File: config.mk
export PLATFORM = sky130hd
export DESIGN_NAME = stopwatch_ctrl
export DESIGN_NICKNAME = d
export VERILOG_FILES = /design/src/rtl/stopwatch_ctrl.sv
export SDC_FILE = /design/constraint.sdc
export NUM_CORES = 1
export LEC_CHECK = 0
export ABC_AREA = 1
export BUFFER_PORTS_ARGS = -buffer_cell sky130_fd_sc_hd__clkbuf_2
export CORE_MARGIN = 2
export CORE_UTILIZATION = 57
export CTS_BUF_LIST = sky130_fd_sc_hd__clkbuf_4 sky130_fd_sc_hd__clkbuf_8
export CTS_CLUSTER_SIZE = 8
export DETAILED_ROUTE_END_ITERATION = 10
export PLACE_DENSITY = 0.78
export SYNTH_ARGS = -nofsm -noshare
export SYNTH_HDL_FRONTEND = slang
export SYNTH_SLANG_ARGS = --single-unit
File: constraint.sdc
create_clock -name clk100_i -period 1.38 [get_ports clk100_i]
set_input_delay 0.069 -clock clk100_i [delete_from_list [all_inputs] [get_ports clk100_i]]
set_output_delay 0.069 -clock clk100_i [all_outputs]
set_load 0.05 [all_outputs]
File: src/rtl/stopwatch_ctrl.sv
// Debounces the three stopwatch buttons and sequences the digit datapath through STOP/RUN/SET0..SET3.
// Optional macro STOPWATCH_CTRL_SET_TIMEOUT_EN: leave set mode after SET_TIMEOUT_CYC idle cycles.
module stopwatch_ctrl #(
  parameter int TICK_DIV        = 1000000,
  parameter int DEBOUNCE_CYC    = 16,
  parameter int SET_TIMEOUT_CYC = 500000000
) (
  input  logic       clk100_i,
  input  logic       rst_i,
  input  logic       start_stop_i,
  input  logic       set_i,
  input  logic       change_i,
  output logic       tick_o,
  output logic       clear_o,
  output logic       digit_inc_o,
  output logic [1:0] digit_sel_o,
  output logic       run_o,
  output logic       set_mode_o
);

  typedef enum logic [2:0] {ST_STOP, ST_RUN, ST_SET0, ST_SET1, ST_SET2, ST_SET3} state_t;

  localparam int CW = $clog2(DEBOUNCE_CYC);
  localparam logic [CW-1:0] CNT_MAX = CW'(DEBOUNCE_CYC - 1);
  localparam int DW = $clog2(TICK_DIV);
  localparam logic [DW-1:0] DIV_MAX = DW'(TICK_DIV - 1);

  // Bit order for all button vectors: 0 = start_stop, 1 = set, 2 = change.
  logic [2:0]    raw, sync1, sync2, deb, deb_d, armed, press_q;
  logic [CW-1:0] cnt [3];

  assign raw = {change_i, set_i, start_stop_i};

  always_ff @(posedge clk100_i) begin
    sync1 <= raw;
    sync2 <= sync1;
  end

  // A button is armed only once it has been seen released, so a hold through reset never counts as a press.
  always_ff @(posedge clk100_i) begin
    if (rst_i) begin
      deb     <= '1;
      deb_d   <= '1;
      armed   <= '0;
      press_q <= '0;
      for (int i = 0; i < 3; i++) cnt[i] <= '0;
    end else begin
      deb_d   <= deb;
      press_q <= deb_d & ~deb & armed;
      armed   <= armed | (deb & sync2);
      for (int i = 0; i < 3; i++) begin
        if (sync2[i] == deb[i]) begin
          cnt[i] <= '0;
        end else if (cnt[i] == CNT_MAX) begin
          deb[i] <= sync2[i];
          cnt[i] <= '0;
        end else begin
          cnt[i] <= cnt[i] + 1'b1;
        end
      end
    end
  end

  logic ss_p, set_p, chg_p;
  assign ss_p  = press_q[0];
  assign set_p = press_q[1] & ~press_q[0];
  assign chg_p = press_q[2] & ~press_q[1] & ~press_q[0];

  state_t        state, state_nxt;
  logic          clear_nxt, inc_nxt, set_nxt;
  logic [1:0]    sel_nxt;
  logic [DW-1:0] div;

`ifdef STOPWATCH_CTRL_SET_TIMEOUT_EN
  localparam int IW = $clog2(SET_TIMEOUT_CYC);
  localparam logic [IW-1:0] IDLE_MAX = IW'(SET_TIMEOUT_CYC - 1);
  logic [IW-1:0] idle;
  logic          in_set;
  assign in_set = (state == ST_SET0) || (state == ST_SET1) || (state == ST_SET2) || (state == ST_SET3);
`endif

  always_comb begin
    state_nxt = state;
    clear_nxt = 1'b0;
    inc_nxt   = 1'b0;
    case (state)
      ST_STOP: begin
        if (ss_p)       state_nxt = ST_RUN;
        else if (set_p) state_nxt = ST_SET0;
        else if (chg_p) clear_nxt = 1'b1;
      end
      ST_RUN:  if (ss_p) state_nxt = ST_STOP;
      ST_SET0: if (set_p) state_nxt = ST_SET1; else if (chg_p) inc_nxt = 1'b1;
      ST_SET1: if (set_p) state_nxt = ST_SET2; else if (chg_p) inc_nxt = 1'b1;
      ST_SET2: if (set_p) state_nxt = ST_SET3; else if (chg_p) inc_nxt = 1'b1;
      ST_SET3: if (set_p) state_nxt = ST_STOP; else if (chg_p) inc_nxt = 1'b1;
      default: state_nxt = ST_STOP;
    endcase
`ifdef STOPWATCH_CTRL_SET_TIMEOUT_EN
    if (in_set && (idle == IDLE_MAX) && (press_q == 3'b000)) state_nxt = ST_STOP;
`endif
    set_nxt = 1'b1;
    case (state_nxt)
      ST_SET0: sel_nxt = 2'd0;
      ST_SET1: sel_nxt = 2'd1;
      ST_SET2: sel_nxt = 2'd2;
      ST_SET3: sel_nxt = 2'd3;
      default: begin
        sel_nxt = 2'd0;
        set_nxt = 1'b0;
      end
    endcase
  end

  // Outputs are registered from next-state so they switch on the same edge as the state.
  always_ff @(posedge clk100_i) begin
    if (rst_i) begin
      state       <= ST_STOP;
      run_o       <= 1'b0;
      set_mode_o  <= 1'b0;
      digit_sel_o <= 2'd0;
      digit_inc_o <= 1'b0;
      clear_o     <= 1'b0;
      tick_o      <= 1'b0;
      div         <= '0;
    end else begin
      state       <= state_nxt;
      run_o       <= (state_nxt == ST_RUN);
      set_mode_o  <= set_nxt;
      digit_sel_o <= sel_nxt;
      digit_inc_o <= inc_nxt;
      clear_o     <= clear_nxt;
      tick_o      <= (state == ST_RUN) && (div == DIV_MAX) && (state_nxt == ST_RUN);
      if (clear_nxt)                               div <= '0;
      else if (state == ST_RUN && div == DIV_MAX)  div <= '0;
      else if (state == ST_RUN)                    div <= div + 1'b1;
    end
  end

`ifdef STOPWATCH_CTRL_SET_TIMEOUT_EN
  always_ff @(posedge clk100_i) begin
    if (rst_i) begin
      idle <= '0;
    end else if (!in_set || (state_nxt != state) || (press_q != 3'b000)) begin
      idle <= '0;
    end else begin
      idle <= idle + 1'b1;
    end
  end
`endif

endmodule

==> Yosys cells after proc, flatten, opt, wreduce, memory -nomap -nowiden <==
Memories as Yosys holds them, arrays and structs flattened.
Index checks and enable logic that the tools add are counted.
{ "word_totals": {"reg_bits": 48, "ram_bits": 12, "inputBits": 5, "out_inout_bits": 7, "n_memories": 1} }
{ "memory_table": {"columns": ["memory", "depth", "word_bits", "read_ports", "rd_ports_with_merged_regs", "wr", "line_no", "source"], "rows": [
  ["cnt", 3, 4, 3, 0, 3, "30", "logic [CW-1:0] cnt [3];"]
]} }
{ "classes": {"addsub": 4, "n_eq_ne": 17, "mux": 58, "bitwise_logic": 23, "reduce_logical": 10} }
{ "op_table": {"columns": ["cell", "n"], "rows": [
  ["two-way mux 1 bit", 40],
  ["two-way mux 4 bit", 9],
  ["two-way mux 3 bit", 7],
  ["adder 20 x 1 -> 20 bit (second input constant)", 1],
  ["== test 20 bit (second input constant)", 1],
  ["one-hot mux 3 bit (6 select lines)", 1],
  ["adder 4 x 1 -> 4 bit (second input constant)", 3],
  ["== test 3 x 2 -> 1 bit (second input constant)", 4],
  ["== test 3 bit (second input constant)", 4],
  ["== test 4 bit (second input constant)", 3],
  ["AND 3 bit", 3],
  ["bitwise OR 1 bit", 9],
  ["OR reduction 4 bit", 2],
  ["== test 3 x 1 -> 1 bit (second input constant)", 2],
  ["inverter 1 bit", 6],
  ["one-hot mux 2 bit (3 select lines)", 1],
  ["AND reduction 2 bit", 3],
  ["AND 1 bit", 3],
  ["== test 1 bit", 3],
  ["logical NOT 3 bit", 1],
  ["inverter 3 bit", 1],
  ["bitwise OR 3 bit", 1],
  ["OR reduction 3 bit", 1],
  ["logical AND 1 bit", 2],
  ["OR reduction 2 bit", 1]
]} }

==> Depth between registers and ports, before layout <==
{ "depth": {"ltp_word": 8, "depth_mapped": 9, "depth_no_buf": 9} }

==> Least setup slack after synthesis <==
Ideal clock, no wire load.
{ "synth_path": {"kind": "reg-to-reg", "startpoint": "register div[0]", "endpoint": "register div[5]", "setup_ns": 0.115, "arrival_ns": 1.246, "required_ns": 1.265, "setup_slack_ns": 0.020, "path_stages_with_launch": 8, "n_path_buf": 1, "synth_period_minus_slack_ns": 1.360, "path_cell_list": "dfxtp_1 ha_1 nand3_1 nor2_8 nand3_2 nand2_4 buf_6 nor2_1"} }
{ "synth_between": {"elab_chain_len": 3, "elab_cells_between_ends": 4, "cone_classes": "add/sub (1); eq/ne (1); reduce/logical (2)"} }
{ "synth_rtl": {"columns": ["item", "line_no", "source"], "rows": [
  ["start, declared", "72", "logic [DW-1:0] div;"],
  ["start signal, assigned", "136", "else if (state == ST_RUN) div <= div + 1'b1;"],
  ["parallel branches: the longest is 3 deep, another holds adder 20 x 1 -> 20 bit", null, null]
]} }
Parallel ways; which one is timed is not known.
A chain may end at the register's enable or synchronous reset.

==> Worst setup path in the final report <==
{ "layout_path": {"startpoint": "register state[1]", "endpoint": "register div[16]"} }
{ "layout_between": {"elab_chain_len": 3, "elab_cells_between_ends": 5, "cone_classes": "eq/ne (1); mux (1); reduce/logical (3)"} }
{ "layout_rtl": {"columns": ["item", "line_no", "source"], "rows": [
  ["start, declared", "69", "state_t state, state_nxt;"],
  ["start signal, assigned", "127", "state <= state_nxt;"],
  ["logical NOT 3 bit or == test 3 x 1 -> 1 bit (tied branches)", "86, 135, 136", null],
  ["two-way mux 1 bit or logical AND 1 bit (tied branches)", "86, 135", null],
  ["OR reduction 3 bit (no source line)", null, null]
]} }
Parallel ways exist; a longest one is shown, timed or not.

==> results.py <==
metrics = {
    "clock_network": {
        "cts_max_level": 3,
        "clkTransAtPathRegs_ps": 70,
        "clock_path_buffers": 2,
        "ctsRootBufferMaster": "sky130_fd_sc_hd__clkbuf_8",
        "cts_tree": "yes",
        "clock_sink_count": 60,
        "clkLatencyLatePin_ps": 340,
        "cts_inserted_buffers": 9,
    },
    "synthesis": {
        "synth_flop_cell": "sky130_fd_sc_hd__dfxtp_1",
        "synth.lib_cells_used.distinct": 30,
        "yosysTopAreaCell": "sky130_fd_sc_hd__dfxtp_1",
        "synth_area_leaders": "sky130_fd_sc_hd__dfxtp_1 36%, sky130_fd_sc_hd__edfxtp_1 14%, sky130_fd_sc_hd__nor2_1 8.4%",
        "mappedNetlistArea_um2": 2640,
        "post-synth-top-count-cell": "sky130_fd_sc_hd__nor2_1",
        "synth-warning-count": 0,
        "netlist.area_leader.share": 0.364,
        "ys_ff_latch": 60,
        "synthTopCellsByCount": "59 x sky130_fd_sc_hd__nor2_1, 48 x sky130_fd_sc_hd__dfxtp_1, 48 x sky130_fd_sc_hd__nand2_1",
        "syn-instance-count": 318,
        "synth_area_per_cell_um2": 8.30,
        "asyncSetResetFlopFracSynth": 0,
        "ys_seq_area_frac": 0.501,
        "synth_enable_flop_cells": 12,
    },
    "min_path": {
        "hp-start": "sync1[0]",
        "worst_hold_path_type": "reg -> reg",
    },
    "detailed_routing": {
        "remaining_drc_errors": 0,
        "ant_nets": 0,
        "detail_route.iter0.violations": 146,
        "drt-pass1-iter-count": 4,
        "via_count_of_the_routed_design": 2249,
        "wl_per_cell_um": 13.0,
        "drt-total-wl_mm": 5.66,
        "detail_route.vias_per_cell": 5.18,
    },
    "pwr": {
        "static-leakage-power_nw": 1.39,
        "netSwitchingPower_w": 0.000887,
        "share_clk_of_total_power": 0.400,
        "power_frac_comb": 0.079,
        "ir_worst_vdd_uv": 1000,
        "power-per-cell-area_nw_per_um2": 1090,
        "power.sequential.fraction": 0.521,
        "power.switching_fraction": 0.245,
        "post_layout_total_power_w": 0.00361,
        "internal_portion_of_total_power_w": 0.00273,
    },
    "placement": {
        "placedCellCount": 404,
        "place_worst_setup_slack_ps": -24.7,
        "gp_congestion": 0.783,
        "dp_hpwl_mm": 3.47,
        "port-buffer-count": 11,
    },
    "global_route": {
        "grt_pass1_vias": 2055,
        "global_route_wire_length_before_repair_mm": 8.89,
        "globalRouteTotalUtil": 0.222,
        "globalRoute.totalOverflow": 0,
        "grt_max_degree": 13,
        "grt_antenna_before_repair": 0,
    },
    "final_layout": {
        "final-instance-count-excl-fill": 434,
        "num_antenna_cells": 0,
        "post_route_cells_drive_above_1_share": 0.264,
        "finish.utilization": 0.752,
        "final_nets": 389,
        "n_fill_cell": 304,
        "area.growth.synth_to_final_pct": 25.8,
    },
    "sta": {
        "max_clock_freq_ghz": 0.729,
        "finalCriticalPeriod_ps": 1370,
        "report.final.hold_viol_count": 0,
        "worst_hold_slack_ps": 326,
        "final_critical_path_setup_slack_ps": 8.53,
        "final-setup-viol-count": 0,
        "final_max_slew_viol_count": 0,
        "worst_clock_skew_ps": 8.01,
        "fin_crit_sh": 0.994,
        "grt_setup_unrepaired": "yes",
    },
    "critical_path": {
        "worstPathRequired_ps": 1610,
        "cp-end-kind": "flip-flop",
        "critical_path.startpoint_type": "flip-flop",
        "critical_path_class": "reg -> reg",
        "critical_path.startpoint": "state[1]",
        "r2r_start": "state[1]",
        "arrival_ps": 1600,
        "crit_path_max_fanout": 5,
    },
    "die": {
        "floorplan.rows": 24,
        "floorplan.initialDensity": 0.598,
        "die-height_um": 72.0,
        "io-pin-count": 12,
        "die_x_um": 72.0,
        "floorplan.die_area_um2": 5190,
        "design.core.area_um2": 4410,
    },
    "run": {
        "drv_cap": 0,
    },
    "outcome": {
        "status": "finished clean",
    },
}
layout by cell type (no fill, tap or decap), types with 2 or more instances in the layout:
| master | Yosys | routed |
|---|---|---|
| sky130_fd_sc_hd__nor3_1 | 8 | 8 |
| sky130_fd_sc_hd__nand4_1 | 5 | 5 |
| sky130_fd_sc_hd__or2_2 | 5 | 5 |
| sky130_fd_sc_hd__clkinv_2 | 0 | 2 |
| sky130_fd_sc_hd__xnor2_1 | 8 | 8 |
| sky130_fd_sc_hd__nor2_1 | 59 | 52 |
| sky130_fd_sc_hd__dlygate4sd3_1 | 0 | 4 |
| sky130_fd_sc_hd__inv_2 | 2 | 4 |
| sky130_fd_sc_hd__dfxtp_2 | 0 | 6 |
| sky130_fd_sc_hd__clkbuf_8 | 0 | 11 |
| sky130_fd_sc_hd__nand3_4 | 0 | 4 |
| sky130_fd_sc_hd__nand2_1 | 48 | 48 |
| sky130_fd_sc_hd__inv_1 | 38 | 35 |
| sky130_fd_sc_hd__conb_1 | 1 | 12 |
| sky130_fd_sc_hd__nand2_2 | 2 | 2 |
| sky130_fd_sc_hd__buf_4 | 0 | 24 |
| sky130_fd_sc_hd__nand3_1 | 27 | 23 |
| sky130_fd_sc_hd__inv_4 | 0 | 2 |
| sky130_fd_sc_hd__nand3_2 | 5 | 5 |
| sky130_fd_sc_hd__nor2_2 | 2 | 8 |
| sky130_fd_sc_hd__dfxtp_4 | 0 | 3 |
| sky130_fd_sc_hd__dfxtp_1 | 48 | 39 |
| sky130_fd_sc_hd__edfxtp_1 | 12 | 12 |
| sky130_fd_sc_hd__a21oi_1 | 13 | 13 |
| sky130_fd_sc_hd__o21ai_0 | 9 | 9 |
| sky130_fd_sc_hd__nor2_4 | 4 | 5 |
| sky130_fd_sc_hd__clkbuf_2 | 0 | 11 |
| sky130_fd_sc_hd__ha_1 | 7 | 6 |
| sky130_fd_sc_hd__xor2_1 | 3 | 3 |
area by class of cell:
| class | instances | area (um2) | area share |
|---|---|---|---|
| clock inverter | 4 | 23.8 | 0.00716 |
| inverter | 40 | 153 | 0.0460 |
| clock buffer | 12 | 159 | 0.0479 |
| timing repair buffer | 41 | 307 | 0.0923 |
| sequential | 60 | 1340 | 0.404 |
| tap | 52 | 65.1 | 0.0196 |
| multi-input combinational | 225 | 1270 | 0.383 |
final timing paths:
check | to | slack (ps) | depth (start not counted)
setup / recovery | div[16] | 9 | 8
hold / removal | sync2[0] | 330 | 0
setup reg to reg | div[16] | 9 | 8
hold reg to reg | sync2[0] | 330 | 0
power groups by stage:
stage / Clock, W / Sequential, W / Combinational, W
floorplan: 0 / 0.00194 / 0.000152
global placement: 0 / 0.00192 / 0.000229
detailed placement: 0 / 0.00192 / 0.000234
CTS: 0.00146 / 0.00188 / 0.000247
global route: 0.00154 / 0.00189 / 0.000317
finish: 0.00145 / 0.00188 / 0.000287
registers in the layout, indices dropped and copies added, names as in the netlist:
signal / cells
div: 20
cnt: 12
armed: 3
deb: 3
deb_d: 3
press_q: 3
state: 3
sync1: 3
sync2: 3
digit_sel_o: 2
clear_o: 1
digit_inc_o: 1
run_o: 1
set_mode_o: 1
tick_o: 1
worst max-delay path, stage by stage, from the launching register on:
cell and delay [ps]:
sky130_fd_sc_hd__dfxtp_4 370, sky130_fd_sc_hd__inv_2 70, sky130_fd_sc_hd__nand2_2 80, sky130_fd_sc_hd__nor2_4 240, sky130_fd_sc_hd__nand3_4 140, sky130_fd_sc_hd__nor2_2 140, sky130_fd_sc_hd__nand3_1 90, sky130_fd_sc_hd__nand2_1 80
sky130_fd_sc_hd__nor2_1 50
kinds of logic (layout without fill, tap and decap cells):
family,Yosys count,after routing,synth area share
AND/OR/NAND/NOR,169,169,0.306
flip-flops,60,60,0.501
buffers and inverters,44,97,0.0683
AO/OA/AOI/OAI,26,26,0.0536
XOR/XNOR,11,11,0.0365
adder cells (fa/ha/maj),7,7,0.0332
other,1,12,0.00142
stage by stage:
step           setup TNS, ps  instance area (um2)
5_1_grt                 -438                 3320
4_1_cts                    0                 3130
3_5_place_dp            -232                 2900
3_3_place_gp               0                 2900
6_report                   0                 3320
2_1_floorplan              0                 2680
timing repair:
action / in CTS / in global routing
setup endpoints to repair: 19 / 21
hold buffers: 4 / 0
resized for setup: 1 / 35
buffers inserted: 0 / 10
pin swaps: 0 / 10
hold endpoints to repair: 4 / 0
per-layer routing:
| metal | GRT usage | part of all wire | vias up |
|---|---|---|---|
| li1 | - | - | 1127 |
| met1 | 0.281 | 0.43 | 1045 |
| met2 | 0.358 | 0.51 | 66 |
| met3 | 0.0500 | 0.046 | 11 |
| met4 | 0.113 | 0.017 | 0 |
| met5 | 0 | 0 | - |
Note: power is estimated with default switching activity, not from simulation.
